--- config.mk ---
export PLATFORM = sky130hd
export DESIGN_NAME = rv_shift_arb
export DESIGN_NICKNAME = d
export VERILOG_FILES = /design/src/rtl/rv_shift_arb.sv
export SDC_FILE = /design/constraint.sdc
export NUM_CORES = 1
export LEC_CHECK = 0
export CAP_MARGIN = 20
export CORE_MARGIN = 1
export CORE_UTILIZATION = 51
export CTS_BUF_LIST = sky130_fd_sc_hd__clkbuf_4 sky130_fd_sc_hd__clkbuf_8 sky130_fd_sc_hd__clkbuf_16
export DETAILED_ROUTE_END_ITERATION = 6
export PLACE_DENSITY_LB_ADDON = 0.3
export SETUP_SLACK_MARGIN = 0.15
export SYNTH_ARGS = -nofsm -noshare
export SYNTH_HDL_FRONTEND = slang
export SYNTH_HIERARCHICAL = 1
export SYNTH_SLANG_ARGS = --single-unit
--- constraint.sdc ---
create_clock -name clk_i -period 2.7 [get_ports clk_i]
set_input_delay 0.54 -clock clk_i [delete_from_list [all_inputs] [get_ports clk_i]]
set_output_delay 0.54 -clock clk_i [all_outputs]
set_load 0.01 [all_outputs]
--- src/rtl/rv_shift_arb.sv ---
// rv_shift_arb: round-robin sharing of one pipelined barrel shifter between
// two requesters, with tagged completion steering and credit-gated issue.

// Per-requester response FIFO; a push and a pop in the same cycle are legal at
// any occupancy, including full.
module rv_shift_arb_fifo #(
    parameter int unsigned DEPTH = 3,
    parameter int unsigned DW    = 32,
    parameter int unsigned CW    = 2
) (
    input  logic          clk_i,
    input  logic          rst_ni,
    input  logic          push_i,
    input  logic [DW-1:0] din_i,
    input  logic          pop_i,
    output logic          valid_o,
    output logic [DW-1:0] dout_o,
    output logic [CW-1:0] count_o
);

    localparam int unsigned PW = (DEPTH > 1) ? $clog2(DEPTH) : 1;

    logic [DW-1:0] mem [DEPTH];
    logic [PW-1:0] wr_ptr;
    logic [PW-1:0] rd_ptr;
    logic [CW-1:0] count;

    // Pointer increment with wrap at DEPTH (DEPTH need not be a power of two).
    function automatic logic [PW-1:0] ptr_inc(input logic [PW-1:0] p);
        return (p == PW'(DEPTH - 1)) ? '0 : p + PW'(1);
    endfunction

    // Storage, pointers and occupancy.
    always_ff @(posedge clk_i or negedge rst_ni) begin
        if (!rst_ni) begin
            wr_ptr <= '0;
            rd_ptr <= '0;
            count  <= '0;
            for (int unsigned i = 0; i < DEPTH; i++) begin
                mem[i] <= '0;
            end
        end else begin
            if (push_i) begin
                mem[wr_ptr] <= din_i;
                wr_ptr      <= ptr_inc(wr_ptr);
            end
            if (pop_i) begin
                rd_ptr <= ptr_inc(rd_ptr);
            end
            case ({push_i, pop_i})
                2'b10:   count <= count + CW'(1);
                2'b01:   count <= count - CW'(1);
                default: count <= count;
            endcase
        end
    end

    assign valid_o = (count != '0);
    assign dout_o  = mem[rd_ptr];
    assign count_o = count;

endmodule

module rv_shift_arb #(
    parameter int unsigned LAT       = 1,
    parameter int unsigned RSP_DEPTH = 3
) (
    input  logic        clk_i,
    input  logic        rst_ni,

    input  logic        req0_valid_i,
    output logic        req0_ready_o,
    input  logic [31:0] req0_d_i,
    input  logic [4:0]  req0_s_i,
    input  logic        req0_right_i,
    input  logic        req0_sig_i,

    input  logic        req1_valid_i,
    output logic        req1_ready_o,
    input  logic [31:0] req1_d_i,
    input  logic [4:0]  req1_s_i,
    input  logic        req1_right_i,
    input  logic        req1_sig_i,

    output logic        rsp0_valid_o,
    input  logic        rsp0_ready_i,
    output logic [31:0] rsp0_d_o,

    output logic        rsp1_valid_o,
    input  logic        rsp1_ready_i,
    output logic [31:0] rsp1_d_o,

    output logic        sh_ce_o,
    output logic [31:0] sh_d_o,
    output logic [4:0]  sh_s_o,
    output logic        sh_right_o,
    output logic        sh_sig_o,
    input  logic        sh_ce_i,
    input  logic [31:0] sh_d_i,

    output logic        err_o
);

    localparam int unsigned CW = $clog2(RSP_DEPTH + 1);
    localparam int unsigned SW = CW + 1;

    logic [CW-1:0]  cnt0, cnt1;
    logic [CW-1:0]  infl0, infl1;
    logic [1:0]     elig;
    logic [1:0]     grant;
    logic           gnt_id;
    logic           last;
    logic [LAT-1:0] tag_v;
    logic [LAT-1:0] tag_id;
    logic           tail_v;
    logic           tail_id;
    logic           done0, done1;
    logic           push0, push1;
    logic           pop0, pop1;

    // Credit check: buffered plus in-flight results must leave room in the FIFO.
    always_comb begin
        elig    = '0;
        elig[0] = req0_valid_i && ((SW'(cnt0) + SW'(infl0)) < SW'(RSP_DEPTH));
        elig[1] = req1_valid_i && ((SW'(cnt1) + SW'(infl1)) < SW'(RSP_DEPTH));
    end

    // Round-robin grant; held off while reset is asserted so ready drops at once.
    always_comb begin
        grant = '0;
        if (rst_ni) begin
            if (elig == 2'b11) begin
                grant = last ? 2'b01 : 2'b10;
            end else begin
                grant = elig;
            end
        end
    end

    assign gnt_id       = grant[1];
    assign req0_ready_o = grant[0];
    assign req1_ready_o = grant[1];

    // Steer the granted operand straight to the shifter; zero when idle.
    always_comb begin
        sh_ce_o    = |grant;
        sh_d_o     = '0;
        sh_s_o     = '0;
        sh_right_o = 1'b0;
        sh_sig_o   = 1'b0;
        if (grant[0]) begin
            sh_d_o     = req0_d_i;
            sh_s_o     = req0_s_i;
            sh_right_o = req0_right_i;
            sh_sig_o   = req0_sig_i;
        end else if (grant[1]) begin
            sh_d_o     = req1_d_i;
            sh_s_o     = req1_s_i;
            sh_right_o = req1_right_i;
            sh_sig_o   = req1_sig_i;
        end
    end

    // Round-robin pointer: remembers the most recently granted port.
    always_ff @(posedge clk_i or negedge rst_ni) begin
        if (!rst_ni) begin
            last <= 1'b1;
        end else if (|grant) begin
            last <= gnt_id;
        end
    end

    // Tag pipe tracking {valid, id} alongside the shifter pipeline.
    always_ff @(posedge clk_i or negedge rst_ni) begin
        if (!rst_ni) begin
            tag_v  <= '0;
            tag_id <= '0;
        end else begin
            tag_v[0]  <= sh_ce_o;
            tag_id[0] <= gnt_id;
            for (int unsigned i = 1; i < LAT; i++) begin
                tag_v[i]  <= tag_v[i-1];
                tag_id[i] <= tag_id[i-1];
            end
        end
    end

    assign tail_v  = tag_v[LAT-1];
    assign tail_id = tag_id[LAT-1];

    // A valid tail tag always retires its credit; data is kept only with sh_ce_i.
    always_comb begin
        done0 = tail_v && !tail_id;
        done1 = tail_v && tail_id;
        push0 = done0 && sh_ce_i;
        push1 = done1 && sh_ce_i;
        pop0  = rsp0_valid_o && rsp0_ready_i;
        pop1  = rsp1_valid_o && rsp1_ready_i;
    end

    // Next in-flight count; a simultaneous issue and retire cancel out.
    function automatic logic [CW-1:0] infl_next(input logic [CW-1:0] cur,
                                                input logic inc, input logic dec);
        case ({inc, dec})
            2'b10:   return cur + CW'(1);
            2'b01:   return cur - CW'(1);
            default: return cur;
        endcase
    endfunction

    // In-flight counters per requester.
    always_ff @(posedge clk_i or negedge rst_ni) begin
        if (!rst_ni) begin
            infl0 <= '0;
            infl1 <= '0;
        end else begin
            infl0 <= infl_next(infl0, grant[0], done0);
            infl1 <= infl_next(infl1, grant[1], done1);
        end
    end

    // Sticky error: shifter result with no tag, or tag with no shifter result.
    always_ff @(posedge clk_i or negedge rst_ni) begin
        if (!rst_ni) begin
            err_o <= 1'b0;
        end else if ((sh_ce_i && !tail_v) || (tail_v && !sh_ce_i)) begin
            err_o <= 1'b1;
        end
    end

    rv_shift_arb_fifo #(
        .DEPTH (RSP_DEPTH),
        .DW    (32),
        .CW    (CW)
    ) u_fifo0 (
        .clk_i   (clk_i),
        .rst_ni  (rst_ni),
        .push_i  (push0),
        .din_i   (sh_d_i),
        .pop_i   (pop0),
        .valid_o (rsp0_valid_o),
        .dout_o  (rsp0_d_o),
        .count_o (cnt0)
    );

    rv_shift_arb_fifo #(
        .DEPTH (RSP_DEPTH),
        .DW    (32),
        .CW    (CW)
    ) u_fifo1 (
        .clk_i   (clk_i),
        .rst_ni  (rst_ni),
        .push_i  (push1),
        .din_i   (sh_d_i),
        .pop_i   (pop1),
        .valid_o (rsp1_valid_o),
        .dout_o  (rsp1_d_o),
        .count_o (cnt1)
    );

endmodule
==> results.toml <==
[outcome]
outcome = "complete, but fails checks"
violations = "setup timing"

[logic_synthesis]
ys_types = 35
synth.avg_cell_area_um2 = 12.9
ys_seq_elements = 212
synth-async-reset-ratio_pct = 100
ys.warnings.count = 6
synthCells = 802
netlist_area_um2 = 10300
ys_seq_area_share_pct = 51.4
synth_edf_count = 0
synthFlopType = "dfrtp_1"
syn_nets = 927

[critical_path]
r2r_setup_slack_ns = 0.10
r2r_start = "infl0[0]$_DFFE_PN0P_"
worstSetupStartpoint = "infl0[0]$_DFFE_PN0P_"
cpLargestDelayFamily = "adder cells"
crit_path_start_kind = "register"
cp.arrival_ns = 2.65
cp-end-kind = "output port"
cp_slowest_cell = "fa_1"
critPathKind = "register to output port"
crit_path_max_incr_delay_ns = 0.43
required_ns = 2.16
cp.depth = 9
path_cells = "ha_2 > fa_1 > and2_4 > a311oi_4 > buf_6 > buf_12 > a22oi_2 > nor2b_1 > buf_2"
cp_num_buf_inv = 3
reg2reg_to = "infl0[1]$_DFFE_PN0P_"
rr_worst_depth = 12
cp-endpoint = "sh_d_o[28]"
crit_path_max_fanout = 7

[layout]
fillCellCount = 1409
final-seq-area_um2 = 5310
drive_gt1_share_pct = 38.6
finalNonFillerCells = 1349
final_cell_mix = "dfrtp_1 (208), mux2_2 (136), clkdlybuf4s50_1 (118), nand2_1 (66), mux2i_1 (64)"
final_cell_area_um2 = 14200
multi_input_area_um2 = 4960
nets = 1193
final_common_cell = "dfrtp_1"
antenna-diode-count = 0
area_delta_synth_final_pct = 37.2

[clock_tree]
cts_made_buffers = 23
htree_levels = 1
cts-root-buf = "clkbuf_16"
worst_skew_pair.late_latency_ns = 0.50
clkSlewWorstSetupHoldPaths_ns = 0.06
cts_tree = "yes"
clkSinkCount = 212
cts_buffer_depth = 3

[sta]
setup_viol = 42
post-route-period-util_pct = 118
finalHoldViolations = 0
max_freq_mhz = 313
rsz0062_at_grt = "true"
setup_slack_ns = -0.492
tightest_slew_ns = 0.822
relSlewSlack_pct = 45.2
drv_slew = 0
skew_ns = 0.0130
period_minus_slack_ns = 3.19

[power]
clkPwrFrac_pct = 19.3
powerDensity_nw_per_um2 = 1110
p_seq_share_pct = 32.0
switchingPower_w = 0.00542
vdd_drop_max_uv = 974
p_leak_nw = 6.80
p_int_w = 0.0103
power_frac_comb_pct = 48.6
swShare_pct = 34.5

[placed_design]
place_hpwl_mm = 18.1
placed_area_um2 = 13100
place.gp.congestion = 0.915
placedCellCount = 1287
io_buffers = 225

[global_routing]
grt_pass1_vias = 7758
grt_max_degree = 66
grtUsageTotal_pct = 26.7
grt_pass1_wl_mm = 42.0
antenna_found_initial = 0
grt-ovfl-total = 0

[routing]
wirelength_mm = 27.7
viasPerCell = 5.53
vias = 7454
drc = 0
ant_nets = 0
dr.pass1.iters = 4
wire_per_inst_um = 20.5
drt_iter0_drc = 316

[job]
drv_cap = 0

[floorplan]
start_util_pct = 52.6
io_pins = 226
die_h_um = 144
fp.dieArea_um2 = 20800
placementRows = 51
coreArea_um2 = 19700
die_w_um = 144

[min_path]
hold_path.class = "input pin to asynchronous set/reset pin"
## routing by layer
layer | vias to the layer above | share of wire [%] | global-route usage, %
li1 | 3361 | - | -
met1 | 3807 | 41 | 33.0
met2 | 234 | 51 | 47.1
met3 | 52 | 4.7 | 4.34
met4 | 0 | 3.1 | 9.20
met5 | - | 0 | 0
## area by class of cell
| class | count | share of cell area, % |
|---|---|---|
| multi-input combinational | 530 | 35.0 |
| sequential | 212 | 37.5 |
| tap | 265 | 2.34 |
| timing repair buffer | 295 | 19.8 |
| clock inverter | 8 | 0.477 |
| inverter | 6 | 0.159 |
| clock buffer | 33 | 4.72 |
## synthesized netlist by cell type, types with 10 or more instances
| library cell | count | area [um2] |
|---|---|---|
| dfrtp_1 | 211 | 5280 |
| clkbuf_1 | 18 | 67.6 |
| mux2_2 | 136 | 1530 |
| nor2b_1 | 43 | 269 |
| nand2_1 | 68 | 255 |
| buf_2 | 27 | 135 |
| a22oi_2 | 10 | 125 |
| o21ai_0 | 58 | 290 |
| a22oi_1 | 29 | 218 |
| mux2_4 | 60 | 901 |
| mux2i_1 | 64 | 641 |
## flip-flops by register name (all words and copies together), names as in the netlist, 2 cells and up
name and cells:
infl0 2, infl1 2, u_fifo0/count_o 2, u_fifo0/mem 96, u_fifo0/rd_ptr 2, u_fifo0/wr_ptr 2
u_fifo1/count_o 2, u_fifo1/mem 96, u_fifo1/rd_ptr 2, u_fifo1/wr_ptr 2
## worst min path at each step
stage | slack, ns | cells after the start | to | startpoint
after global placement | 0.44 | 1 | u_fifo0/mem[16]$_DFFE_PN0P_ | rst_ni
after detailed placement | 0.44 | 1 | u_fifo0/mem[51]$_DFFE_PN0P_ | rst_ni
after CTS | 0.28 | 2 | u_fifo0/mem[36]$_DFFE_PN0P_ | rst_ni
after floorplan | 0.24 | 0 | err_o$_DFFE_PN0P_ | rst_ni
after global routing | 0.32 | 2 | u_fifo0/count_o[1]$_DFFE_PN0P_ | rst_ni
final | 0.29 | 2 | u_fifo0/count_o[1]$_DFFE_PN0P_ | rst_ni
## through the flow
| step | total power (W) | setup TNS, ns | utilization (%) | hold slack, ns | worst slack, ns |
|---|---|---|---|---|---|
| global placement | 0.0118 | -14.99 | 66.7 | 0.441 | -0.397 |
| global route | 0.0165 | -21.47 | 72.1 | 0.318 | -0.575 |
| detailed placement | 0.0120 | -17.27 | 66.7 | 0.442 | -0.455 |
| floorplan | 0.00883 | 0 | - | 0.244 | 0.150 |
| finish | 0.0157 | -18.37 | 72.1 | 0.291 | -0.492 |
| CTS | 0.0153 | -19.56 | 71.0 | 0.282 | -0.549 |
## power groups by stage
stage | Combinational, W | Sequential [W] | Clock (W)
2_1_floorplan | 0.00400 | 0.00483 | 0
3_3_place_gp | 0.00676 | 0.00501 | 0
4_1_cts | 0.00719 | 0.00502 | 0.00309
6_report | 0.00763 | 0.00503 | 0.00304
5_1_grt | 0.00814 | 0.00517 | 0.00322
3_5_place_dp | 0.00692 | 0.00508 | 0
## what timing repair did
| item | in CTS | in global routing |
|---|---|---|
| pin swaps | 3 | 28 |
| resized for setup | 285 | 26 |
| cloned | 3 | 6 |
| hold buffers | 1 | 0 |
| setup endpoints to repair | 108 | 52 |
| hold endpoints to repair | 14 | 0 |
| setup buffers | 10 | 1 |
## cell families after synthesis
family                     synth area share (%)
muxes                                      29.7
DFF                                        51.4
and+or+nand+nor                            6.49
AOI/OAI and AO/OA                          7.16
buffers and inverters                      3.12
xor gates and xnor gates                   1.02
adders and majority gates                  1.11
(Power assumes the default switching activity.)
==> patch: new RTL, same settings <==
Change the parameter `RSP_DEPTH` from 3 to 6.
--- a/src/rtl/rv_shift_arb.sv
+++ b/src/rtl/rv_shift_arb.sv
@@ -64,5 +64,5 @@
 module rv_shift_arb #(
     parameter int unsigned LAT       = 1,
-    parameter int unsigned RSP_DEPTH = 3
+    parameter int unsigned RSP_DEPTH = 6
 ) (
     input  logic        clk_i,
Function: changed (a bounded check fails within 4 cycles, from zero or initial values and one cycle with rst_ni low).
==> patch against the unedited design <==
The flow still finishes with violations (setup timing); final cell count up 76%; design area is 92% higher; sequential cell count increased by 200; synthesized area up 94%; clock skew increased by 0.011 ns; worst setup slack worse by 0.22 ns; die area increased by 92%; wire length is 94% higher; via count rose by 81%; core utilization down 1.6 points; register-to-register slack got worse by 0.73 ns; total power grew 96%; critical path depth rose by 2; highest routed layer unchanged.
==> patch: results (changes against the unedited design) <==
Routing
  – Drt via density: 5.70 (+3.1%)
  – Wirelength per Cell: 22.6 um (+10%)
  – Met3 Wirelength: 2760 um (+110%)
  – WL met1: 22300 um (+95%)
  – Met2 routed WL: 27200 um (+93%)

Clock network
  – # resized after CTS: 576 (+100%)
  – Clk_lat worst skew: 0.57 ns (+0.07 ns)
  – CTS Buf Count: 44 (+91%)

Synthesis
  – Post-synth cell types: 48 (+37%)
  – Ranking of synthesized cells by area: dfrtp_1 51%, mux2_2 25%, mux2i_1 6.5%
  – Top post-synthesis cells by count: 437 x mux2_2, 411 x dfrtp_1, 154 x nand2_1
  – Synth Instances: 1457 (+82%)
  – Sequential element share of the synthesized area: 0.515 (+0.00176)

Timing
  – Final Setup Violations: 81 (+93%)
  – Final worst setup slack: -0.710 ns (-0.218 ns)
  – Worst slew margin: 0.434 (-0.0180)

Finish
  – Layout Cells excl Fill: 2373 (+76%)
  – Layout cells sized above 1: 0.557 (+0.172)
  – Regs by FF count: u_fifo0/mem x192, u_fifo1/mem x192

Critical path
  – Arr. time, crit path: 2.87 ns (+0.22 ns)
  – Critical Path Slowest Stage Cell: dfrtp_1

Outcome
  – Status: finished with violations
  – Failing checks: setup timing

Pwr
  – Leakage Power: 12.8 nW (+88%)
  – Combinational Power Share: 0.511 (+0.025)

GRT
  – First-pass GRT wire length: 81400 um (+94%)
  – Pin count of the biggest net entering global routing: 154 (+130%)
==> patch: layout make-up <==
| type | count | area share |
|---|---|---|
| Multi-Input combinational cell | 928 | 0.372 |
| Timing Repair Buffer | 424 | 0.170 |
| Tap cell | 518 | 0.0238 |
| Clock inverter | 16 | 0.00588 |
| Clock buffer | 64 | 0.0475 |
| Antenna cell | 2 | 0.000184 |
| Inverter | 9 | 0.00124 |
| Sequential cell | 412 | 0.379 |
==> patch: cell families (layout without fill, tap and decap cells) <==
kind of cell               count (synthesis)  after routing  share of synthesized area
AOI/OAI and AO/OA                        116            116                     0.0655
xor gates and xnor gates                  17             17                    0.00744
adders and majority gates                 14             14                     0.0110
buffers and inverters                    117            513                     0.0332
DFF                                      412            412                      0.515
muxes                                    582            582                      0.319
other                                      0              2                          0
and+or+nand+nor                          199            199                     0.0481
==> patch: through the flow <==
step	setup TNS [ns]	power (W)	area (um2)	hold WS [ns]
CTS	-31.18	0.0289	26200	0.222
detailed placement	-26.99	0.0207	23600	0.474
finish	-31.49	0.0308	27300	0.216
floorplan	-0.562	0.0160	20200	0.244
global route	-38.70	0.0323	27300	0.246
global placement	-26.51	0.0203	23600	0.462
==> patch: path summary, 6_finish.rpt <==
kind                       cells past startpoint                to                from  slack, ns
hold / removal                                 1              last              rst_ni       0.22
min in group clk_i                             1  u_fifo1/mem[138]    u_fifo1/mem[138]       0.48
hold reg to reg                                1  u_fifo1/mem[138]    u_fifo1/mem[138]       0.48
setup / recovery                              11        sh_d_o[11]  u_fifo0/count_o[0]      -0.71
setup reg to reg                              16          infl0[2]  u_fifo0/count_o[0]      -0.63
max in group asynchronous                      3   u_fifo1/mem[21]              rst_ni       1.15
